--- src/rtl/scan_mem_reg_mux.sv ---
// scan_mem_reg_mux: downstream target of the scan read/write controller.
// Takes one scan request at a time, routes it to on-chip memory, the
// register-bank req/ack interface or unmapped space, then returns a single
// scan_ready pulse with the response data. The register path has a timeout
// so a missing acknowledge can never stall the scan side.
module scan_mem_reg_mux #(
  parameter int unsigned MEM_RD_LAT  = 2,             // 1..7
  parameter int unsigned REG_TIMEOUT = 255,           // 1..255
  parameter logic [31:0] ERR_DATA    = 32'hDEAD_BEEF
) (
  input  logic        clk_i,
  input  logic        rst_ni,
  // scan side
  input  logic        scan_wen_i,
  input  logic        scan_ren_i,
  input  logic [15:0] scan_addr_i,
  input  logic [31:0] scan_wdata_i,
  output logic [31:0] scan_rdata_o,
  output logic        scan_ready_o,
  output logic        scan_err_o,
  output logic        busy_o,
  // memory port
  output logic        mem_cs_o,
  output logic        mem_we_o,
  output logic [13:0] mem_addr_o,
  output logic [31:0] mem_wdata_o,
  input  logic [31:0] mem_rdata_i,
  // register bank
  output logic        reg_req_o,
  output logic        reg_we_o,
  output logic [7:0]  reg_addr_o,
  output logic [31:0] reg_wdata_o,
  input  logic [31:0] reg_rdata_i,
  input  logic        reg_ack_i
);

  typedef enum logic [2:0] {
    ST_IDLE     = 3'd0,
    ST_MEM_ACC  = 3'd1,
    ST_MEM_WAIT = 3'd2,
    ST_REG_WAIT = 3'd3,
    ST_RESP     = 3'd4
  } state_e;

  typedef enum logic [1:0] {
    TGT_MEM  = 2'd0,
    TGT_REG  = 2'd1,
    TGT_NONE = 2'd2
  } target_e;

  localparam logic [2:0] MEM_LAT_C = 3'(MEM_RD_LAT);
  localparam logic [8:0] REG_TMO_C = 9'(REG_TIMEOUT);

  // Address map decode on the two top address bits.
  function automatic target_e decode_target(input logic [15:0] addr);
    target_e tgt;
    case (addr[15:14])
      2'b00:   tgt = TGT_MEM;
      2'b01:   tgt = TGT_REG;
      default: tgt = TGT_NONE;
    endcase
    return tgt;
  endfunction

  state_e      state_q,      state_d;
  logic        op_we_q,      op_we_d;
  logic [2:0]  mem_cnt_q,    mem_cnt_d;
  logic [7:0]  tmo_cnt_q,    tmo_cnt_d;
  logic        busy_q,       busy_d;
  logic        scan_ready_q, scan_ready_d;
  logic        scan_err_q,   scan_err_d;
  logic [31:0] scan_rdata_q, scan_rdata_d;
  logic        mem_cs_q,     mem_cs_d;
  logic        mem_we_q,     mem_we_d;
  logic [13:0] mem_addr_q,   mem_addr_d;
  logic [31:0] mem_wdata_q,  mem_wdata_d;
  logic        reg_req_q,    reg_req_d;
  logic        reg_we_q,     reg_we_d;
  logic [7:0]  reg_addr_q,   reg_addr_d;
  logic [31:0] reg_wdata_q,  reg_wdata_d;

  logic        accept_s;
  logic        req_s;
  logic [8:0]  tmo_next_s;
  target_e     tgt_s;

  assign req_s      = scan_wen_i | scan_ren_i;
  // A new request is taken in IDLE or on the edge that closes RESP.
  assign accept_s   = req_s & ((state_q == ST_IDLE) | (state_q == ST_RESP));
  assign tgt_s      = decode_target(scan_addr_i);
  assign tmo_next_s = {1'b0, tmo_cnt_q} + 9'd1;

  // Next-state and next-output logic; every registered output is computed here.
  always_comb begin
    state_d      = state_q;
    op_we_d      = op_we_q;
    mem_cnt_d    = mem_cnt_q;
    tmo_cnt_d    = tmo_cnt_q;
    busy_d       = busy_q;
    scan_ready_d = 1'b0;
    scan_err_d   = 1'b0;
    scan_rdata_d = scan_rdata_q;
    mem_cs_d     = 1'b0;
    mem_we_d     = 1'b0;
    mem_addr_d   = mem_addr_q;
    mem_wdata_d  = mem_wdata_q;
    reg_req_d    = reg_req_q;
    reg_we_d     = reg_we_q;
    reg_addr_d   = reg_addr_q;
    reg_wdata_d  = reg_wdata_q;

    case (state_q)
      ST_IDLE, ST_RESP: begin
        if (accept_s) begin
          // Write wins when both request strobes are set.
          op_we_d     = scan_wen_i;
          mem_addr_d  = scan_addr_i[13:0];
          mem_wdata_d = scan_wdata_i;
          reg_addr_d  = scan_addr_i[7:0];
          reg_wdata_d = scan_wdata_i;
          busy_d      = 1'b1;
          tmo_cnt_d   = 8'd0;
          mem_cnt_d   = 3'd0;
          case (tgt_s)
            TGT_MEM: begin
              state_d  = ST_MEM_ACC;
              mem_cs_d = 1'b1;
              mem_we_d = scan_wen_i;
            end
            TGT_REG: begin
              state_d   = ST_REG_WAIT;
              reg_req_d = 1'b1;
              reg_we_d  = scan_wen_i;
            end
            TGT_NONE: begin
              // Unmapped: answer immediately with the error pattern.
              state_d      = ST_RESP;
              scan_ready_d = 1'b1;
              scan_err_d   = 1'b1;
              scan_rdata_d = ERR_DATA;
            end
            default: begin
              state_d = ST_IDLE;
              busy_d  = 1'b0;
            end
          endcase
        end else begin
          state_d = ST_IDLE;
          busy_d  = 1'b0;
        end
      end

      ST_MEM_ACC: begin
        if (op_we_q) begin
          // Writes complete as soon as the select cycle is issued.
          state_d      = ST_RESP;
          scan_ready_d = 1'b1;
          scan_rdata_d = 32'h0000_0000;
        end else begin
          state_d   = ST_MEM_WAIT;
          mem_cnt_d = MEM_LAT_C;
        end
      end

      ST_MEM_WAIT: begin
        // The last wait cycle is the one in which mem_rdata is valid.
        if (mem_cnt_q <= 3'd1) begin
          state_d      = ST_RESP;
          scan_ready_d = 1'b1;
          scan_rdata_d = mem_rdata_i;
          mem_cnt_d    = 3'd0;
        end else begin
          mem_cnt_d = mem_cnt_q - 3'd1;
        end
      end

      ST_REG_WAIT: begin
        if (reg_ack_i) begin
          // Ack takes priority over a timeout in the same cycle.
          state_d      = ST_RESP;
          scan_ready_d = 1'b1;
          scan_rdata_d = op_we_q ? 32'h0000_0000 : reg_rdata_i;
          reg_req_d    = 1'b0;
          reg_we_d     = 1'b0;
        end else if (tmo_next_s >= REG_TMO_C) begin
          state_d      = ST_RESP;
          scan_ready_d = 1'b1;
          scan_err_d   = 1'b1;
          scan_rdata_d = ERR_DATA;
          reg_req_d    = 1'b0;
          reg_we_d     = 1'b0;
          tmo_cnt_d    = tmo_next_s[7:0];
        end else begin
          tmo_cnt_d = tmo_next_s[7:0];
        end
      end

      default: begin
        state_d   = ST_IDLE;
        busy_d    = 1'b0;
        reg_req_d = 1'b0;
        reg_we_d  = 1'b0;
      end
    endcase
  end

  // State, counters and all registered outputs; async reset clears everything.
  always_ff @(posedge clk_i or negedge rst_ni) begin
    if (!rst_ni) begin
      state_q      <= ST_IDLE;
      op_we_q      <= 1'b0;
      mem_cnt_q    <= 3'd0;
      tmo_cnt_q    <= 8'd0;
      busy_q       <= 1'b0;
      scan_ready_q <= 1'b0;
      scan_err_q   <= 1'b0;
      scan_rdata_q <= 32'h0000_0000;
      mem_cs_q     <= 1'b0;
      mem_we_q     <= 1'b0;
      mem_addr_q   <= 14'h0000;
      mem_wdata_q  <= 32'h0000_0000;
      reg_req_q    <= 1'b0;
      reg_we_q     <= 1'b0;
      reg_addr_q   <= 8'h00;
      reg_wdata_q  <= 32'h0000_0000;
    end else begin
      state_q      <= state_d;
      op_we_q      <= op_we_d;
      mem_cnt_q    <= mem_cnt_d;
      tmo_cnt_q    <= tmo_cnt_d;
      busy_q       <= busy_d;
      scan_ready_q <= scan_ready_d;
      scan_err_q   <= scan_err_d;
      scan_rdata_q <= scan_rdata_d;
      mem_cs_q     <= mem_cs_d;
      mem_we_q     <= mem_we_d;
      mem_addr_q   <= mem_addr_d;
      mem_wdata_q  <= mem_wdata_d;
      reg_req_q    <= reg_req_d;
      reg_we_q     <= reg_we_d;
      reg_addr_q   <= reg_addr_d;
      reg_wdata_q  <= reg_wdata_d;
    end
  end

  assign scan_rdata_o = scan_rdata_q;
  assign scan_ready_o = scan_ready_q;
  assign scan_err_o   = scan_err_q;
  assign busy_o       = busy_q;
  assign mem_cs_o     = mem_cs_q;
  assign mem_we_o     = mem_we_q;
  assign mem_addr_o   = mem_addr_q;
  assign mem_wdata_o  = mem_wdata_q;
  assign reg_req_o    = reg_req_q;
  assign reg_we_o     = reg_we_q;
  assign reg_addr_o   = reg_addr_q;
  assign reg_wdata_o  = reg_wdata_q;

endmodule
--- config.mk ---
export PLATFORM = sky130hd
export DESIGN_NAME = scan_mem_reg_mux
export DESIGN_NICKNAME = d
export VERILOG_FILES = /design/src/rtl/scan_mem_reg_mux.sv
export SDC_FILE = /design/constraint.sdc
export NUM_CORES = 1
export LEC_CHECK = 0
export CAP_MARGIN = 10
export CORE_UTILIZATION = 42
export DETAILED_ROUTE_END_ITERATION = 10
export PLACE_DENSITY = 0.8
export SLEW_MARGIN = 5
export SYNTH_ARGS = -nofsm -noshare
export SYNTH_HDL_FRONTEND = slang
export SYNTH_SLANG_ARGS = --single-unit
--- constraint.sdc ---
create_clock -name clk_i -period 3.1 [get_ports clk_i]
set_clock_uncertainty 0.1 [all_clocks]
set_input_delay 0.465 -clock clk_i [delete_from_list [all_inputs] [get_ports clk_i]]
set_output_delay 0.465 -clock clk_i [all_outputs]
set_load 0.02 [all_outputs]
Word level (Yosys, flattened, before mapping)
Index checks and enable logic that the tools add are counted.
{"block": "totals", "ff_bits": 108, "out_inout_bits": 125}
{"block": "op_classes", "reduce_logical": 16, "n_bitwise": 4, "n_lt_le_gt_ge": 2, "muxes": 49, "n_eq_ne": 15, "n_addsub": 2}
{"operator": "32-bit two-way mux", "count": 7}
{"operator": "32-bit case mux with 4 select lines", "count": 1}
{"operator": "3-bit two-way mux", "count": 8}
{"operator": "1-bit two-way mux", "count": 21}
{"operator": "3-bit case mux with 3 select lines", "count": 2}
{"operator": "8-bit two-way mux", "count": 2}
{"operator": "8-bit case mux with 2 select lines", "count": 1}
{"operator": "3-bit case mux with 4 select lines", "count": 1}
{"operator": "2-bit != test (second input constant)", "count": 5}
{"operator": "8-bit by 1-bit adder with 9-bit output (second input constant)", "count": 1}
{"operator": "9-bit by 8-bit greater-or-equal comparator with 1-bit output (second input constant)", "count": 1}
{"operator": "3-bit by 2-bit equality test with 1-bit output (second input constant)", "count": 2}
{"operator": "1-bit case mux with 3 select lines", "count": 2}
{"operator": "3-bit AND reduction", "count": 2}
{"operator": "6-bit AND reduction", "count": 1}
{"operator": "3-bit OR reduction", "count": 2}
{"operator": "2-bit by 1-bit equality test with 1-bit output (second input constant)", "count": 2}
{"operator": "2-bit zero test", "count": 2}
{"operator": "2-bit by 1-bit != test with 1-bit output (second input constant)", "count": 2}
{"operator": "1-bit case mux with 2 select lines", "count": 2}
{"operator": "1-bit case mux with 4 select lines", "count": 1}
{"operator": "2-bit case mux with 2 select lines", "count": 1}
{"operator": "2-bit AND reduction", "count": 2}
{"operator": "4-bit AND reduction", "count": 1}
{"operator": "14 further kinds", "count": 16}

Logic depth before layout (Yosys ltp)
{"block": "logic_depth", "depth_word": 7, "depth_mapped": 9, "depth_no_buf": 8}

Worst setup path after synthesis
OpenSTA, ideal clock, no wires.
{"block": "synth_path", "path_kind": "register to register", "start": "register tmo_cnt_q[0]", "end": "register scan_rdata_q[10], in the netlist scan_rdata_o[10]", "arrival_ps": 1936, "path_buffers": 1, "t_required_ps": 2875, "setup_ps": 125, "stages_incl_launch_ff": 9, "path_slack_ps": 939, "synth_period_minus_slack_ps": 2161, "cell_sequence": "dfrtp_1 > ha_1 > and3_1 > nand3_1 > o22ai_2 > a21oi_2 > o21ai_4 > buf_6 > mux2_4"}
{"block": "synth_between", "elab_chain_len": 4}
{"item": "start, declared", "line_no": "68", "rtl": "logic [7:0] tmo_cnt_q, tmo_cnt_d;"}
{"item": "start signal, assigned", "line_no": "230", "rtl": "tmo_cnt_q <= tmo_cnt_d;"}
{"item": "8-bit by 1-bit adder with 9-bit output", "line_no": "91", "rtl": "assign tmo_next_s = {1'b0, tmo_cnt_q} + 9'd1;"}
{"item": "9-bit by 8-bit greater-or-equal comparator with 1-bit output", "line_no": "185", "rtl": "end else if (tmo_next_s >= REG_TMO_C) begin"}
{"item": "3-bit != test (no line)"}
{"item": "6-bit AND reduction (no line)"}
{"item": "end signal, assigned", "line_no": "234", "rtl": "scan_rdata_q <= scan_rdata_d;"}
{"item": "end, declared", "line_no": "72", "rtl": "logic [31:0] scan_rdata_q, scan_rdata_d;"}
Every way passes these cells.
A chain may end at the register's enable or synchronous reset.

Worst setup path in the final report
{"block": "layout_path", "start": "register state_q[1]", "end": "register tmo_cnt_q[2]"}
{"block": "layout_between", "elab_chain_len": 5, "word_cells_on_any_way": 11, "cone_classes": "eq/ne: 4; mux: 1; bitwise: 2; reduce/logical: 4"}
{"item": "start, declared", "line_no": "65", "rtl": "state_e state_q, state_d;"}
{"item": "start signal, assigned", "line_no": "227", "rtl": "state_q <= state_d;"}
{"item": "3-bit equality test or 3-bit zero test (tied branches)", "line_no": "89, 112"}
{"item": "1-bit bitwise OR", "line_no": "89", "rtl": "assign accept_s = req_s & ((state_q == ST_IDLE) | (state_q == ST_RESP));"}
{"item": "1-bit AND", "line_no": "89"}
{"item": "2-bit != test (no line)"}
{"item": "3-bit AND reduction (no line)"}
Several ways; a longest one is shown, not always the timed one.

==> results.md <==
- Status: complete, no violations
- Data required, critical path: 3.21 ns
- Synth area leaders: dfrtp_1 47%, nand2_1 11%, mux2_4 8.3%
- CP Cell Sequence: buf_4 > and2_1 > nand2b_1 > nor2_1 > nor2_1 > o21ai_0 > o21ai_0
- PortBufs: 241
- Leakage: 0.00362 uW
- DRT antenna net count: 0
- H-tree levels: 3
- Final min period: ~2.5 ns
- DRT iter0 DRCs: 344
- Nets@finish: 889
- Pwr Density: 982 mW/mm^2
- Layout cells sized above 1: under 10%
- Pin count of the biggest net entering global routing: 53
- TritonCTS Buffers: 9
- DIE HEIGHT: 114 um
- Die area: 0.0130 sq mm
- Netlist Area Pre-Place: 0.00527 sq mm
- Gr usage total: between 20% and 30%
- Hold_buf cts: 0
- Die W: 114 um
- Unrepaired setup endpoints after global routing: false
- Vias in the first global route: 4591
- Flops & latches, synth: 100
- Least-Margin Pin Slew: roughly 0.82 ns
- TNS Setup: 0 ns
- Post-CTS Setup Inserts: 0
- R2R depth: 7
- Hold WS: about 0.066 ns
- Reg2reg setup slack: 0.57 ns
- Clock sink count: 100
- CP Class: register to register
- Synth top area share: between 40 and 50%
- Highest Clock Rate: between 0.3 and 0.4 GHz
- Overflow after GRT: 0
- RR Endpoint: tmo_cnt_q[2]
- Max-cap violations: 0
- Final slew viol count: 0
- Unique cell type count in the Yosys netlist: 39
- Pre-antenna DRT Iters: 5
- Highest-delay cell along the critical path: dfrtp_1
- Peak supply drop: between 500 and 600 uV
- Post-Syn Nets: 698
- Max Root-Sink Buffers: 2
- First-pass GRT wire length: 22700 um
- Most frequent cells in the layout: 240 x clkdlybuf4s50_1, 152 x nand2_1, 100 x dfrtp_1
- Syn Inst Count: 577
- Area grow syn2layout: 48.6%
- Period utilization: between 80 and 90%
- GP Congestion: 0.881
- Startpoint Class: register
- Final hold vios: 0
- DP HPWL: 10500 um
- Critical Path Sink Type: register
- HP Class: input port to async pin
- Setup Viol. Count Final: 0
- Post_cts resized: 0
- Place WS: 0.432 ns
- Slew Limit Headroom: 45.1%
- Clock root buffer: clkbuf_16
- Critical register-to-register path startpoint: state_q[1]
- Final WL: between 10000 and 15000 um
- Row count: 40
- Cell accounting for the most synthesized area: dfrtp_1
- Clk_lat worst skew: 0.33 ns
- WL per Instance: 15.3 um
- Synth Warn #: 0
- Non-filler instance count after layout: 941
- CTS clk-pin slew, worst paths: 0.07 ns
- CP peak stage delay: 0.65 ns
- Commonest non-fill, non-tap cell in the layout: clkdlybuf4s50_1
- Placed Cells incl. Taps: 925
- CP max FO: 19
- # diodes: 0
- Initial Util: 43.5%
- Post-DR vias/cell: 4.95
- Sequential-to-total area share from yosys stat: between 40% and 50%
- Arr. time, crit path: 2.64 ns
- CTS tree: built
- Core Area: 0.0121 sq mm
- Initial antenna violation count: 0
- IO Pins: roughly 240
- Mapped Avg Cell Area: 9.13 sq um
- Vias: 4659
- DR DRC count: 0
- Final WS setup: 0.570 ns
-- metal layers --
layer	share of wire (%)	vias up	wire length [um]	global-route usage, %
met5	0	-	0	0
met4	1.9	0	267	7.45
met3	7.9	24	1140	5.26
met2	49	194	7080	36.8
met1	41	2214	5920	28.6
li1	-	2227	-	-
-- cells by family (layout without fill, tap and decap cells) --
logic type                 Yosys count  after routing  synth area share, %
AOI/OAI and AO/OA                  120            120                 14.6
xor gates and xnor gates             2              2                0.332
adders and majority gates            4              4                0.950
buffers and inverters              127            323                 12.6
DFF                                100            100                 47.5
muxes                               35             35                 9.47
and+or+nand+nor                    189            189                 14.6
-- cells in the mapped netlist --
cell and n:
inv_1 53, a31oi_1 2, o21ai_4 1, o211ai_1 1, clkbuf_1 23, mux2_2 3, xnor2_1 2, a21oi_2 1
a211o_1 24, buf_2 4, a21oi_1 27, a22o_1 8, o22ai_2 1, buf_4 42, nor3_1 3, nand3_1 5
o22ai_1 2, ha_1 4, nand2_1 152, nand4_1 2, mux2i_1 3, nor2b_1 1, and3_1 3, o21ai_1 1
o31ai_1 2, mux2_4 29, a222oi_1 1, o21a_1 1, o211a_1 1, nor3b_1 2, and2_1 2, nand2b_1 5
buf_6 3, or2_2 1, nor3b_2 1, dfrtp_1 100, nor2_1 12, buf_1 2, o21ai_0 47
-- area by class of cell --
type / count / area, sq um
Sequential cell: 100 / 2500
Fill cell: 976 / 4280
Multi-Input combinational cell: 350 / 2120
Tap cell: 168 / 210
Timing Repair Buffer: 254 / 2520
Clock inverter: 5 / 37.5
Clock buffer: 11 / 243
Inverter: 53 / 199
-- flip-flops by register name, summed over array words and instances (netlist names) --
name,flops
busy_o,1
scan_ready_o,1
mem_cs_o,1
mem_cnt_q,3
tmo_cnt_q,8
reg_we_o,1
scan_err_o,1
op_we_q,1
state_q,3
reg_req_o,1
mem_addr_o,14
reg_wdata_o,32
scan_rdata_o,32
mem_we_o,1
-- how the worst max path moves through the flow --
stage | slack (ns) | from | cells past startpoint | end
floorplan | 0.94 | tmo_cnt_q[0] | 8 | scan_rdata_o[10]
global placement | 0.48 | scan_ren_i | 7 | scan_rdata_o[5]
detailed placement | 0.43 | scan_ren_i | 7 | scan_rdata_o[9]
CTS | 0.66 | state_q[1] | 7 | tmo_cnt_q[2]
global route | 0.37 | state_q[1] | 7 | tmo_cnt_q[3]
finish | 0.57 | state_q[1] | 7 | tmo_cnt_q[2]
-- report_power, final --
part	total (uW)	switching (uW)	internal [uW]
clock	1040	475	568
sequential	2310	481	1830
combinational	4350	2200	2140
total	7700	3160	4540
-- per-stage QoR --
stage | total power (uW) | util (%) | cell area (sq um)
finish | 7700 | 64.7 | 7830
global route | 8140 | 64.7 | 7830
CTS | 7750 | 64.7 | 7830
detailed placement | 6670 | 62.4 | 7550
global placement | 6550 | 62.4 | 7550
floorplan | 4970 | - | 5270
-- critical path: cells and delay by family (launching register included) --
family	cells	cell delay, ns
AOI/OAI and AO/OA	2	0.30
buffers and inverters	1	0.32
and+or+nand+nor	4	1.03
DFF	1	0.65
Power figures use the tool's default switching activity.
